===== config.mk =====
export PLATFORM = sky130hd
export DESIGN_NAME = register_file
export DESIGN_NICKNAME = d
export VERILOG_FILES = /design/src/rtl/register_file.sv
export SDC_FILE = /design/constraint.sdc
export NUM_CORES = 2
export LEC_CHECK = 0
export BUFFER_PORTS_ARGS = -buffer_cell sky130_fd_sc_hd__buf_2
export CORE_MARGIN = 10
export CORE_UTILIZATION = 40
export DETAILED_ROUTE_END_ITERATION = 7
export GPL_TIMING_DRIVEN = 0
export HOLD_SLACK_MARGIN = 0.03
export PLACE_DENSITY = 0.58
export SETUP_SLACK_MARGIN = 0.5
export SYNTH_ARGS = -nofsm -noshare
export SYNTH_HDL_FRONTEND = slang
export SYNTH_SLANG_ARGS = --single-unit

===== constraint.sdc =====
create_clock -name clk -period 6.7 [get_ports clk]
set_input_delay 1.34 -clock clk [delete_from_list [all_inputs] [get_ports clk]]
set_output_delay 1.34 -clock clk [all_outputs]
set_load 0.05 [all_outputs]

===== src/rtl/register_file.sv =====
// register_file: 2R/1W integer register file, x0 reads zero; a clear sequencer zeroes all entries after reset.
// Latency: reads are registered, so data appears one cycle after rd_en. Writes take effect at the edge.
// Backpressure: none. Requests made while ready=0 are dropped. Optional macro REGFILE_BYPASS_EN enables write-first forwarding.
module register_file #(
    parameter int XLEN  = 64,
    parameter int NREGS = 32,
    parameter int AW    = 5
) (
    input  logic            clk,
    input  logic            rst,
    input  logic            rd_en,
    input  logic [AW-1:0]   rs1_addr,
    input  logic [AW-1:0]   rs2_addr,
    output logic [XLEN-1:0] rs1_data,
    output logic [XLEN-1:0] rs2_data,
    output logic            rd_valid,
    input  logic            wr_en,
    input  logic [AW-1:0]   wr_addr,
    input  logic [XLEN-1:0] wr_data,
    output logic            ready
);

    typedef enum logic {
        ST_INIT = 1'b0,
        ST_RUN  = 1'b1
    } state_t;

    state_t            state;
    state_t            state_nxt;
    logic [AW-1:0]     clr_ptr;
    logic              clr_active;
    logic              accept;
    logic              wr_hit;
    logic [XLEN-1:0]   mem [NREGS];
    logic [XLEN-1:0]   rd1_val;
    logic [XLEN-1:0]   rd2_val;

    // State register and clear pointer; reset restarts the clear sequence
    always_ff @(posedge clk) begin
        if (rst) begin
            state   <= ST_INIT;
            clr_ptr <= '0;
        end else begin
            state <= state_nxt;
            if (clr_active) begin
                clr_ptr <= clr_ptr + 1'b1;
            end
        end
    end

    // Next state: leave INIT after the edge that clears the last entry
    always_comb begin
        state_nxt = state;
        if (state == ST_INIT && clr_ptr == AW'(NREGS - 1)) begin
            state_nxt = ST_RUN;
        end
    end

    // FSM outputs: clearing during INIT, traffic accepted only in RUN
    always_comb begin
        clr_active = 1'b0;
        accept     = 1'b0;
        ready      = 1'b0;
        case (state)
            ST_INIT: clr_active = 1'b1;
            ST_RUN: begin
                accept = 1'b1;
                ready  = 1'b1;
            end
            default: begin
                clr_active = 1'b0;
            end
        endcase
    end

    assign wr_hit = accept && wr_en && (wr_addr != '0);

    // Storage update: sequencer clears during INIT, architectural writes in RUN
    always_ff @(posedge clk) begin
        if (!rst) begin
            if (clr_active) begin
                mem[clr_ptr] <= '0;
            end else if (wr_hit) begin
                mem[wr_addr] <= wr_data;
            end
        end
    end

    // Read operand selection, x0 forced to zero, optional same-edge forwarding
    always_comb begin
        rd1_val = (rs1_addr == '0) ? '0 : mem[rs1_addr];
        rd2_val = (rs2_addr == '0) ? '0 : mem[rs2_addr];
`ifdef REGFILE_BYPASS_EN
        if (wr_hit && wr_addr == rs1_addr) begin
            rd1_val = wr_data;
        end
        if (wr_hit && wr_addr == rs2_addr) begin
            rd2_val = wr_data;
        end
`else
        rd1_val = rd1_val;
        rd2_val = rd2_val;
`endif
    end

    // Registered read ports; data holds when no read is accepted
    always_ff @(posedge clk) begin
        if (rst) begin
            rd_valid <= 1'b0;
            rs1_data <= '0;
            rs2_data <= '0;
        end else begin
            rd_valid <= accept && rd_en;
            if (accept && rd_en) begin
                rs1_data <= rd1_val;
                rs2_data <= rd2_val;
            end
        end
    end

endmodule


==> metrics list <==
- The run finished, with violations left.
* Failing checks: max-capacitance violations, max-slew violations
* Slack of the worst reg-to-reg path: 2.12 ns
* Net count after synthesis: 5381
- Hold timing on the final database bottoms out at a slack of 0.469 ns.
* Endpoints failing setup: 0
- Measured against its own limit, the worst slew margin works out to -11.3%.
* Crit path required time: 7.43 ns
- Port Buffer Count: 207
* Largest net degree at the start of global routing: 33
- Post-cts sizing count: 0
- The number of cells on the worst reg-to-reg path is 8.
- Clk Latency, worst-skew pair: a little over 0.9 ns
- Share of layout cells above drive strength 1: 29.6%
- Once layout is complete, the utilization of the core stands at 46.7%.
- Sequential share of the synthesized area: 64.6%
- In this run the post-CTS setup repair buffer count came out at 0.
- The number of antenna violations at the first check in global routing is 27.
- Register bit count reported by yosys: 2183
- Final number of hold-violating endpoints: 0
* Signal arrival time at the worst endpoint: 5.60 ns
* Global placement routability congestion: 0.886
- CP startpoint kind: input port
* Synth warnings: 0
- Number of cells produced by synthesis: 5296
- Floorplan core area: between 200000 and 250000 sq um
* Cell area after technology mapping: ~99000 sq um
- RSZ-0062 raised after global routing: no
* Standard-cell rows: 182
- Among all flip-flop cells after synthesis, the most frequent one is edfxtp_1.
- Worst hold path cell count: 2
- The max-slew violation count was 63.
* Leakage power total: 0.0352 uW
* Detailed route wirelength on metal3: 51.6 mm
* Worst VDD drop: roughly 270 uV
* Per-instance average area after synthesis: 18.8 sq um
- Reg-to-reg startpoint: state
- Number of buffers on the longest clock path: 3
- In this run the critical register-to-register path is captured at rs2_data[15].
- Most area-consuming cells after synthesis: edfxtp_1 (62%), mux4_2 (17%), mux2i_1 (7.3%), a22oi_1 (2.7%), dfxtp_1 (2.7%)
- The count of nets left with antenna violations once routing finished came out at 0.
* Clock-pin slew of the registers on the worst-case setup and hold paths: 0.06 ns
- Ranked by instance count, the synthesized netlist is headed by edfxtp_1 (2048), mux4_2 (761), mux2i_1 (728), a22oi_1 (362), clkbuf_1 (173).
- Most numerous cell in the Yosys netlist: edfxtp_1
- Maximum capacitance violations: 6
- In the final design database the tool counted 5943 nets.
* Number of enable flip-flop cells after synthesis: 2048
- Dividing the detail-routed wire length by the instance count gives 43.6 um.
- Clock sink count: 2183
* Detail Placement HPWL: ~280 mm
- In this run the worst hold path is classified as reg -> reg.
* Via count of the first global-routing pass: 62100
* Maximum clock rate: 205 MHz
- For the pin with the worst max-slew slack, the measured transition is 1.67 ns.
* First-pass GRT wire length: approximately 540 mm
- The number of clock buffers added by TritonCTS is 230.
- Final wirelength: 409 mm
- Summed over all instances, the cell type with the most area after synthesis is edfxtp_1.
- In the synthesized netlist the async set-or-reset flop fraction comes to 0%.
* Die boundary height: 518 um
- The netlist uses 47 different library cells.
* Number of vias per cell: around 6.8
- For this run, design rule violations remaining after detail routing come to 0.
- The worst setup path is captured at a register.
* Worst Hold Path EP: rs2_data[56]
- Total power density per cell area: 261 nW/um^2
- Wire segments on met2 add up to 180 mm in the final route.
- For this block, wires on met1 add up to 153 mm.
* IO Count: 213
- The floorplan step set the die width to 518 um.
- For this run the aggregate overflow at the end of global routing stands at 0.
- Post-Route Skew: 0.0460 ns
- The clock tree synthesis step divided the H-tree into 4 levels.
- TritonCTS built the clock tree.
* Clock period minus final worst setup slack: just under 5 ns
* Count of vias placed by the detailed router: 63900
* CP Class: in -> reg
- Starting Density: 40.3%
* Worst-path fanout max: 11
* Detailed-routing iteration count for the pre-antenna-repair pass: 6
- Clock tree synthesis selected as its root buffer the cell clkbuf_16.
- Total Die Area: ~270000 sq um
- The final critical path takes up between 70 and 80% of the cycle.
- Across every metal layer, demand over resource in global routing totals 29.4%.
* Area fraction of the dominant cell type after synthesis: about three fifths
- Uppermost layer routed: met5
* Iter 0 DRT Violations: 10100
- Hold-fix buffers at CTS: 0
- Startpoint of the lowest-slack hold path: rs2_data[56]
- From synthesis to final layout, the design area changed by 16.0%.
[layout make-up]
cell class / instances / area (sq um)
Multi-Input combinational cell: 2678 / 33100
Inverter: 5 / 18.8
Buffer: 430 / 2320
Fill cell: 20900 / 131000
Sequential cell: 2183 / 64200
Tap cell: 3312 / 4140
Clock buffer: 308 / 6310
Timing Repair Buffer: 330 / 3620
Clock inverter: 128 / 1410
Antenna cell: 22 / 55.1
[metal layers]
metal	GRT usage, %	vias up
met5	0	-
met4	14.5	16
met2	43.8	5039
met1	39.1	34100
met3	8.79	1007
li1	-	23700
[cell families after synthesis]
kind of cell	synth area share [%]
adder cells (fa/ha/maj)	0.0252
AND/OR/NAND/NOR	1.66
buffers and inverters	2.32
XOR/XNOR	0.0176
multiplexers	25.3
AO/OA/AOI/OAI	5.99
flip-flops	64.6
[flip-flops by register name, summed over array words and instances, names as in the netlist]
register,flops
clr_ptr,5
state,1
mem,2048
rd_valid,1
rs2_data,64
rs1_data,64
[layout by cell type (no fill, tap or decap), types with 26 or more instances in the layout]
cell type	instances
a211o_1	102
a211oi_1	53
a21oi_1	78
a221oi_1	26
a22oi_1	362
and2_1	65
buf_12	103
buf_2	344
buf_4	67
buf_6	35
clkbuf_1	207
clkbuf_16	235
clkinv_1	40
clkinv_2	43
dfxtp_1	135
edfxtp_1	2048
mux2_2	65
mux2i_1	728
mux4_2	761
nand2_1	110
nor2_1	38
nor2_4	32
nor2b_1	64
o2111ai_1	61
o211ai_1	40
[where the power goes]
part,internal (uW),switching [uW]
sequential,14800,44.5
clock,7580,5620
combinational,690,1350
total,23100,7010
[how the worst max path moves through the flow]
stage                               to  slack (ns)   startpoint  cells after the start
final                     rs2_data[30]        1.83  rs2_addr[4]                      7
after global routing       mem[16][12]        1.91          rst                      8
after CTS                  rs2_data[1]        1.94  rs2_addr[4]                      7
after detailed placement   rs2_data[1]         1.0  rs2_addr[4]                      7
after global placement      mem[3][48]       -5.49   wr_addr[4]                      7
after floorplan             mem[18][0]        0.97   wr_addr[4]                      6
[through the flow]
stage	TNS [ns]	power, uW	area (sq um)	worst slack [ns]	instances
floorplan	0	16200	99300	0.967	5296
global placement	-8561.05	17100	104000	-5.49	8815
detailed placement	0	17100	107000	0.999	8938
CTS	0	30000	115000	1.94	9374
global route	0	30700	115000	1.91	9381
finish	0	30100	115000	1.83	9396
[critical path, cell delays in order]
cell,delay [ns]
buf_2,0.18
buf_2,0.71
buf_2,0.95
clkbuf_1,1.05
clkbuf_1,0.72
a211o_1,0.39
o2111ai_1,0.14
Power figures use the tool's default switching activity.
